## src/rtl/bp_pkg.sv

```systemverilog
// Shared branch-predictor constants and the saturating counter step.
package bp_pkg;

    localparam int PHT_ROWS_DEF = 8;
    localparam int CTR_BITS_DEF = 2;
    localparam int GHR_BITS_DEF = 3;
    localparam int CTR_BITS_MAX = 4;

    // One up/down step of a ctr_bits-wide counter, pinned at 0 and at all-ones.
    function automatic logic [CTR_BITS_MAX-1:0] sat_ctr_next(
        input logic [CTR_BITS_MAX-1:0] ctr,
        input logic                    taken,
        input int                      ctr_bits
    );
        logic [CTR_BITS_MAX-1:0] ctr_max;
        logic [CTR_BITS_MAX-1:0] result;
        ctr_max = CTR_BITS_MAX'((1 << ctr_bits) - 1);
        result  = ctr;
        if (taken) begin
            if (ctr != ctr_max) result = ctr + 1'b1;
        end else begin
            if (ctr != '0) result = ctr - 1'b1;
        end
        return result;
    endfunction

endpackage

```

## src/rtl/ghr_reg.sv

```systemverilog
// Global history register: speculative shift on lookup, checkpoint restore on mispredict.
module ghr_reg #(
    parameter int GHR_BITS = 3
) (
    input  logic                clock,
    input  logic                reset,
    input  logic                enable,
    input  logic                shift_valid,
    input  logic                shift_bit,
    input  logic                recover_valid,
    input  logic                recover_bit,
    input  logic [GHR_BITS-1:0] recover_ghr,
    output logic [GHR_BITS-1:0] ghr
);

    logic [GHR_BITS-1:0] ghr_q;
    logic [GHR_BITS-1:0] shift_next;
    logic [GHR_BITS-1:0] recover_next;

    generate
        if (GHR_BITS == 1) begin : g_one_bit
            logic unused_recover;
            assign shift_next     = shift_bit;
            assign recover_next   = recover_bit;
            assign unused_recover = ^recover_ghr;
        end else begin : g_multi_bit
            logic unused_recover_msb;
            assign shift_next         = {ghr_q[GHR_BITS-2:0], shift_bit};
            assign recover_next       = {recover_ghr[GHR_BITS-2:0], recover_bit};
            assign unused_recover_msb = recover_ghr[GHR_BITS-1];
        end
    endgenerate

    // Recovery takes priority so a wrong-path lookup in the same cycle is dropped.
    always_ff @(posedge clock or posedge reset) begin
        if (reset) begin
            ghr_q <= '0;
        end else if (enable) begin
            if (recover_valid) begin
                ghr_q <= recover_next;
            end else if (shift_valid) begin
                ghr_q <= shift_next;
            end
        end
    end

    assign ghr = ghr_q;

endmodule

```

## src/rtl/gshare_pht.sv

```systemverilog
// Gshare pattern history table: PC xor global history indexes saturating counters.
// Define PHT_DEBUG_EN to expose every counter on pht_out.
module gshare_pht
    import bp_pkg::*;
#(
    parameter  int PHT_ROWS = PHT_ROWS_DEF,
    parameter  int CTR_BITS = CTR_BITS_DEF,
    parameter  int GHR_BITS = GHR_BITS_DEF,
    localparam int IDX_BITS = $clog2(PHT_ROWS),
    localparam int GHR_W    = (GHR_BITS > 0) ? GHR_BITS : 1
) (
    input  logic                clock,
    input  logic                reset,
    input  logic                enable,
    input  logic                pred_valid,
    input  logic [31:0]         pred_pc,
    output logic                prediction,
    output logic [IDX_BITS-1:0] pred_idx,
    output logic [GHR_W-1:0]    pred_ghr,
    input  logic                upd_valid,
    input  logic [IDX_BITS-1:0] upd_idx,
    input  logic                upd_taken,
    input  logic                upd_mispredict,
    input  logic [GHR_W-1:0]    upd_ghr,
    output logic [GHR_W-1:0]    ghr_out
`ifdef PHT_DEBUG_EN
    ,
    output logic [PHT_ROWS-1:0][CTR_BITS-1:0] pht_out
`endif
);

    logic [PHT_ROWS-1:0][CTR_BITS-1:0] pht_q;
    logic [GHR_W-1:0]                  ghr;
    logic [IDX_BITS-1:0]               ghr_ext;
    logic                              unused_pc;

    generate
        if (GHR_BITS > 0) begin : g_ghr
            ghr_reg #(
                .GHR_BITS (GHR_BITS)
            ) u_ghr (
                .clock         (clock),
                .reset         (reset),
                .enable        (enable),
                .shift_valid   (pred_valid),
                .shift_bit     (prediction),
                .recover_valid (upd_valid && upd_mispredict),
                .recover_bit   (upd_taken),
                .recover_ghr   (upd_ghr),
                .ghr           (ghr)
            );
            assign ghr_ext = IDX_BITS'(ghr);
        end else begin : g_no_ghr
            // Pure PC indexing: history inputs are accepted but ignored.
            logic unused_hist;
            assign ghr         = '0;
            assign ghr_ext     = '0;
            assign unused_hist = ^{upd_ghr, upd_mispredict, pred_valid};
        end
    endgenerate

    assign pred_idx   = pred_pc[2 +: IDX_BITS] ^ ghr_ext;
    assign prediction = pht_q[pred_idx][CTR_BITS-1];
    assign pred_ghr   = ghr;
    assign ghr_out    = ghr;
    assign unused_pc  = ^{pred_pc[31:IDX_BITS+2], pred_pc[1:0]};

    // Lookups read pre-edge state, so a same-index update is seen only next cycle.
    always_ff @(posedge clock or posedge reset) begin
        if (reset) begin
            pht_q <= '0;
        end else if (enable && upd_valid) begin
            pht_q[upd_idx] <= CTR_BITS'(sat_ctr_next(CTR_BITS_MAX'(pht_q[upd_idx]),
                                                     upd_taken, CTR_BITS));
        end
    end

`ifdef PHT_DEBUG_EN
    assign pht_out = pht_q;
`else
    // Counters stay internal in the default build.
`endif

endmodule

```

## config.mk

```make
export PLATFORM = sky130hd
export DESIGN_NAME = gshare_pht
export DESIGN_NICKNAME = d
export VERILOG_FILES = /design/src/rtl/bp_pkg.sv /design/src/rtl/ghr_reg.sv /design/src/rtl/gshare_pht.sv
export SDC_FILE = /design/constraint.sdc
export NUM_CORES = 1
export LEC_CHECK = 0
export ABC_CLOCK_PERIOD_IN_PS = 1800
export BUFFER_PORTS_ARGS = -buffer_cell sky130_fd_sc_hd__buf_2
export CAP_MARGIN = 40
export CORE_ASPECT_RATIO = 1.4
export CORE_UTILIZATION = 28
export CTS_CLUSTER_SIZE = 24
export DETAILED_ROUTE_END_ITERATION = 16
export PLACE_DENSITY_LB_ADDON = 0.05
export SKIP_LAST_GASP = 1
export SLEW_MARGIN = 30
export SYNTH_ARGS = -nofsm -noshare
export SYNTH_HDL_FRONTEND = slang
export SYNTH_HIERARCHICAL = 1
export SYNTH_SLANG_ARGS = --single-unit
```

## constraint.sdc

```tcl
create_clock -name clock -period 1.8 [get_ports clock]
set_input_delay 0.09 -clock clock [delete_from_list [all_inputs] [get_ports clock]]
set_output_delay 0.09 -clock clock [all_outputs]
set_load 0.005 [all_outputs]
```

==> flow_summary.json <==
{
  "tightest_slew_ps": 653,
  "timing.rr.end": "g_ghr.u_ghr/ghr[0]",
  "grt_pass1_vias": 910,
  "initial_core_util_pct": 29.4,
  "postCtsSetupBuffers": 0,
  "cts.sinks": 19,
  "dr.pass1.iters": 4,
  "fmax_mhz": 521,
  "arrival_ps": 1830,
  "grt_max_degree": 17,
  "wl_per_cell_um": 16.9,
  "n_fill_cell": 411,
  "post_cts_resized": 0,
  "antenna_found_initial": 0,
  "r2r-start": "g_ghr.u_ghr/ghr[0]",
  "skew_ps": 4.00,
  "worstRegToRegCells": 5,
  "whs_path_depth": 3,
  "maxSlewViolCount": 0,
  "endpoint_kind": "output pin",
  "cp.buffers_inverters": 1,
  "period_share_pct": 107,
  "synthesis.nets": 146,
  "crit_end": "prediction",
  "vias": 909,
  "cap_violations": 0,
  "min_period_ps": 1920,
  "worst_slack_ps": -119,
  "cp_top_family": "multiplexers",
  "rows": 27,
  "critical_path.startpoint": "g_ghr.u_ghr/ghr[0]",
  "final.setup.tns_ps": -170,
  "rsz0062_at_grt": "yes",
  "hold_viol_final": 0,
  "synth_top_area_share_pct": 40.9,
  "multi_input_area_um2": 636,
  "die_h_um": 78.2,
  "seqCellArea_um2": 475,
  "die-area_um2": 4410,
  "clock_path_buffers": 2,
  "antennaDiodeCount": 0,
  "dr.first_iter.drc_count": 28,
  "grt-busiest-layer": "met2",
  "numCtsBuffers": 3,
  "grt_util_met3_pct": 2.14,
  "path_depth": 4,
  "critPathSlowestCell": "mux4_2",
  "met1_usage_pct": 14.7,
  "rrSetupSlack_ps": -50,
  "met2_usage_pct": 26.5,
  "crit_path_cell_trace": "xor2_2 > mux4_2 > mux2_4 > buf_2",
  "insertion_delay_ps": 260,
  "synth.ff_latch_count": 19,
  "cellPowerDensity_nw_per_um2": 1140,
  "core_um2": 3950,
  "clkSlewWorstSetupHoldPaths_ps": 80,
  "seq_area_frac_synth_pct": 40.9,
  "leakagePower_uw": 0.000608,
  "p_total_uw": 1560,
  "grt_pass1_wl_um": 4640,
  "cts_tree": "built",
  "synthesis.area_um2": 1160,
  "relSlewSlack_pct": 56.4,
  "die_w_um": 56.4,
  "synthTopCellsByArea": "dfrtp_1 41%, mux2_2 17%, mux4_2 3.9%, o221a_2 2.9%, nand2b_1 2.7%",
  "htreeDepth": 1,
  "overflow": 0,
  "cp-start-kind": "flip-flop",
  "nets": 172,
  "hold_path.class": "input pin to flip-flop",
  "yosys.area.top_type": "dfrtp_1",
  "dp_hpwl_um": 2280,
  "worstPathMaxFanout": 3,
  "port_buffers": 24,
  "finalSetupViolations": 2,
  "drive_gt1_share_pct": 44.4,
  "ir_drop_mv": 0.385,
  "drc": 0,
  "gp_congestion": 0.766,
  "synth_area_per_cell_um2": 11.5,
  "yosys_warnings": 6,
  "crit_type": "flip-flop to output pin",
  "area_growth_pct": 18.1,
  "run_status": "complete, but fails checks",
  "root_buffer": "clkbuf_8",
  "synthCells": 101,
  "routed_wl_um": 2860,
  "worstPathRequired_ps": 1710,
  "violations": "negative setup slack",
  "holdWs_ps": 79.5,
  "grt_usage_pct": 14.0,
  "slowest_delay_ps": 520,
  "largest_register_ffs": 16,
  "synthDistinctLibCells": 33,
  "via_per_inst": 5.38,
  "ant_nets": 0,
  "io_pins": 55
}
## cell usage after synthesis
cell	count
a21oi_2	1
a21oi_4	1
a221oi_1	2
a31o_1	1
a31oi_1	1
and2_1	2
and3_1	1
and4_1	1
buf_2	1
buf_4	4
buf_6	1
dfrtp_1	19
inv_1	4
mux2_2	18
mux2i_1	3
mux4_2	2
nand2_1	4
nand2b_1	5
nand3_1	2
nand3b_1	2
nand4_1	2
nand4b_1	1
nand4bb_1	2
nor2_1	7
nor3_1	1
nor3b_1	1
o21a_1	1
o21ai_1	1
o221a_2	3
o32a_1	2
or3_1	1
or3b_1	1
xor2_1	3
## report_power, final
part | internal (µW) | switching (µW)
Clock | 154 | 161
Sequential | 577 | 102
Combinational | 330 | 239
## logic make-up (layout without fill, tap and decap cells)
kind of cell,after synthesis,in the layout,share of synthesized area [%]
DFF,19,19,40.9
xor gates and xnor gates,3,3,2.26
AOI/OAI and AO/OA,13,13,10.7
muxes,23,23,23.9
buffers and inverters,10,35,5.28
and+or+nand+nor,33,33,16.9
## per-stage QoR
step	util (%)	area, µm²	setup WS (ps)	instances
6_report	34.7	1370	-119	169
5_1_grt	34.7	1370	-194	169
4_1_cts	34.7	1370	-145	169
3_5_place_dp	33.3	1320	-48.7	164
3_3_place_gp	33.3	1320	-24.5	164
2_1_floorplan	-	1170	-78.9	101
## cell usage in the layout (no fill, tap or decap), types with 2 or more instances in the layout
cell       count
xor2_1         2
buf_2         24
and2_1         2
clkbuf_8       3
nand2_1        4
nand4bb_1      2
buf_4          2
nand3_1        2
nand4_1        2
mux2_2        17
nand2b_1       5
o221a_2        3
a221oi_1       2
inv_1          4
dfrtp_1       19
o32a_1         2
nor2_1         7
mux4_2         2
nand3b_1       2
mux2i_1        3
## metal layers
metal / vias to the layer above / wire length, µm / part of all wire, %
li1: 428 / - / -
met1: 446 / 1140 / 40
met2: 29 / 1530 / 54
met3: 6 / 101 / 3.5
met4: 0 / 83 / 2.9
met5: - / 0 / 0
## area by class of cell
| class | count | share of cell area, % |
|---|---|---|
| Tap cell | 43 | 3.92 |
| Inverter | 4 | 1.09 |
| Clock inverter | 1 | 0.365 |
| Sequential cell | 19 | 34.7 |
| Multi-Input combinational cell | 72 | 46.4 |
| Timing Repair Buffer | 27 | 10.6 |
| Clock buffer | 3 | 3.01 |
## worst register-to-register path: cells and delay by family (launching register included)
| kind | cells | cell delay (ps) |
|---|---|---|
| mux | 2 | 810 |
| simple gates | 1 | 180 |
| compound gates | 1 | 130 |
| flops | 1 | 410 |
| xor+xnor | 1 | 220 |
## how the worst min path moves through the flow
stage	startpoint	to	slack, ps
after floorplan	reset	g_ghr.u_ghr/ghr[0]	-160
after global placement	reset	g_ghr.u_ghr/ghr[0]	-8
after detailed placement	reset	g_ghr.u_ghr/ghr[2]	1
after CTS	upd_ghr[0]	g_ghr.u_ghr/ghr[1]	80
after global routing	upd_ghr[0]	g_ghr.u_ghr/ghr[1]	100
final	upd_ghr[0]	g_ghr.u_ghr/ghr[1]	80
## what timing repair did
action,in CTS,in global routing
endpoints found under the hold margin,19,0
hold buffers,1,0
pin swaps,0,1
endpoints found under the setup margin,2,2
No activity file was read; power rests on OpenSTA's default activity.
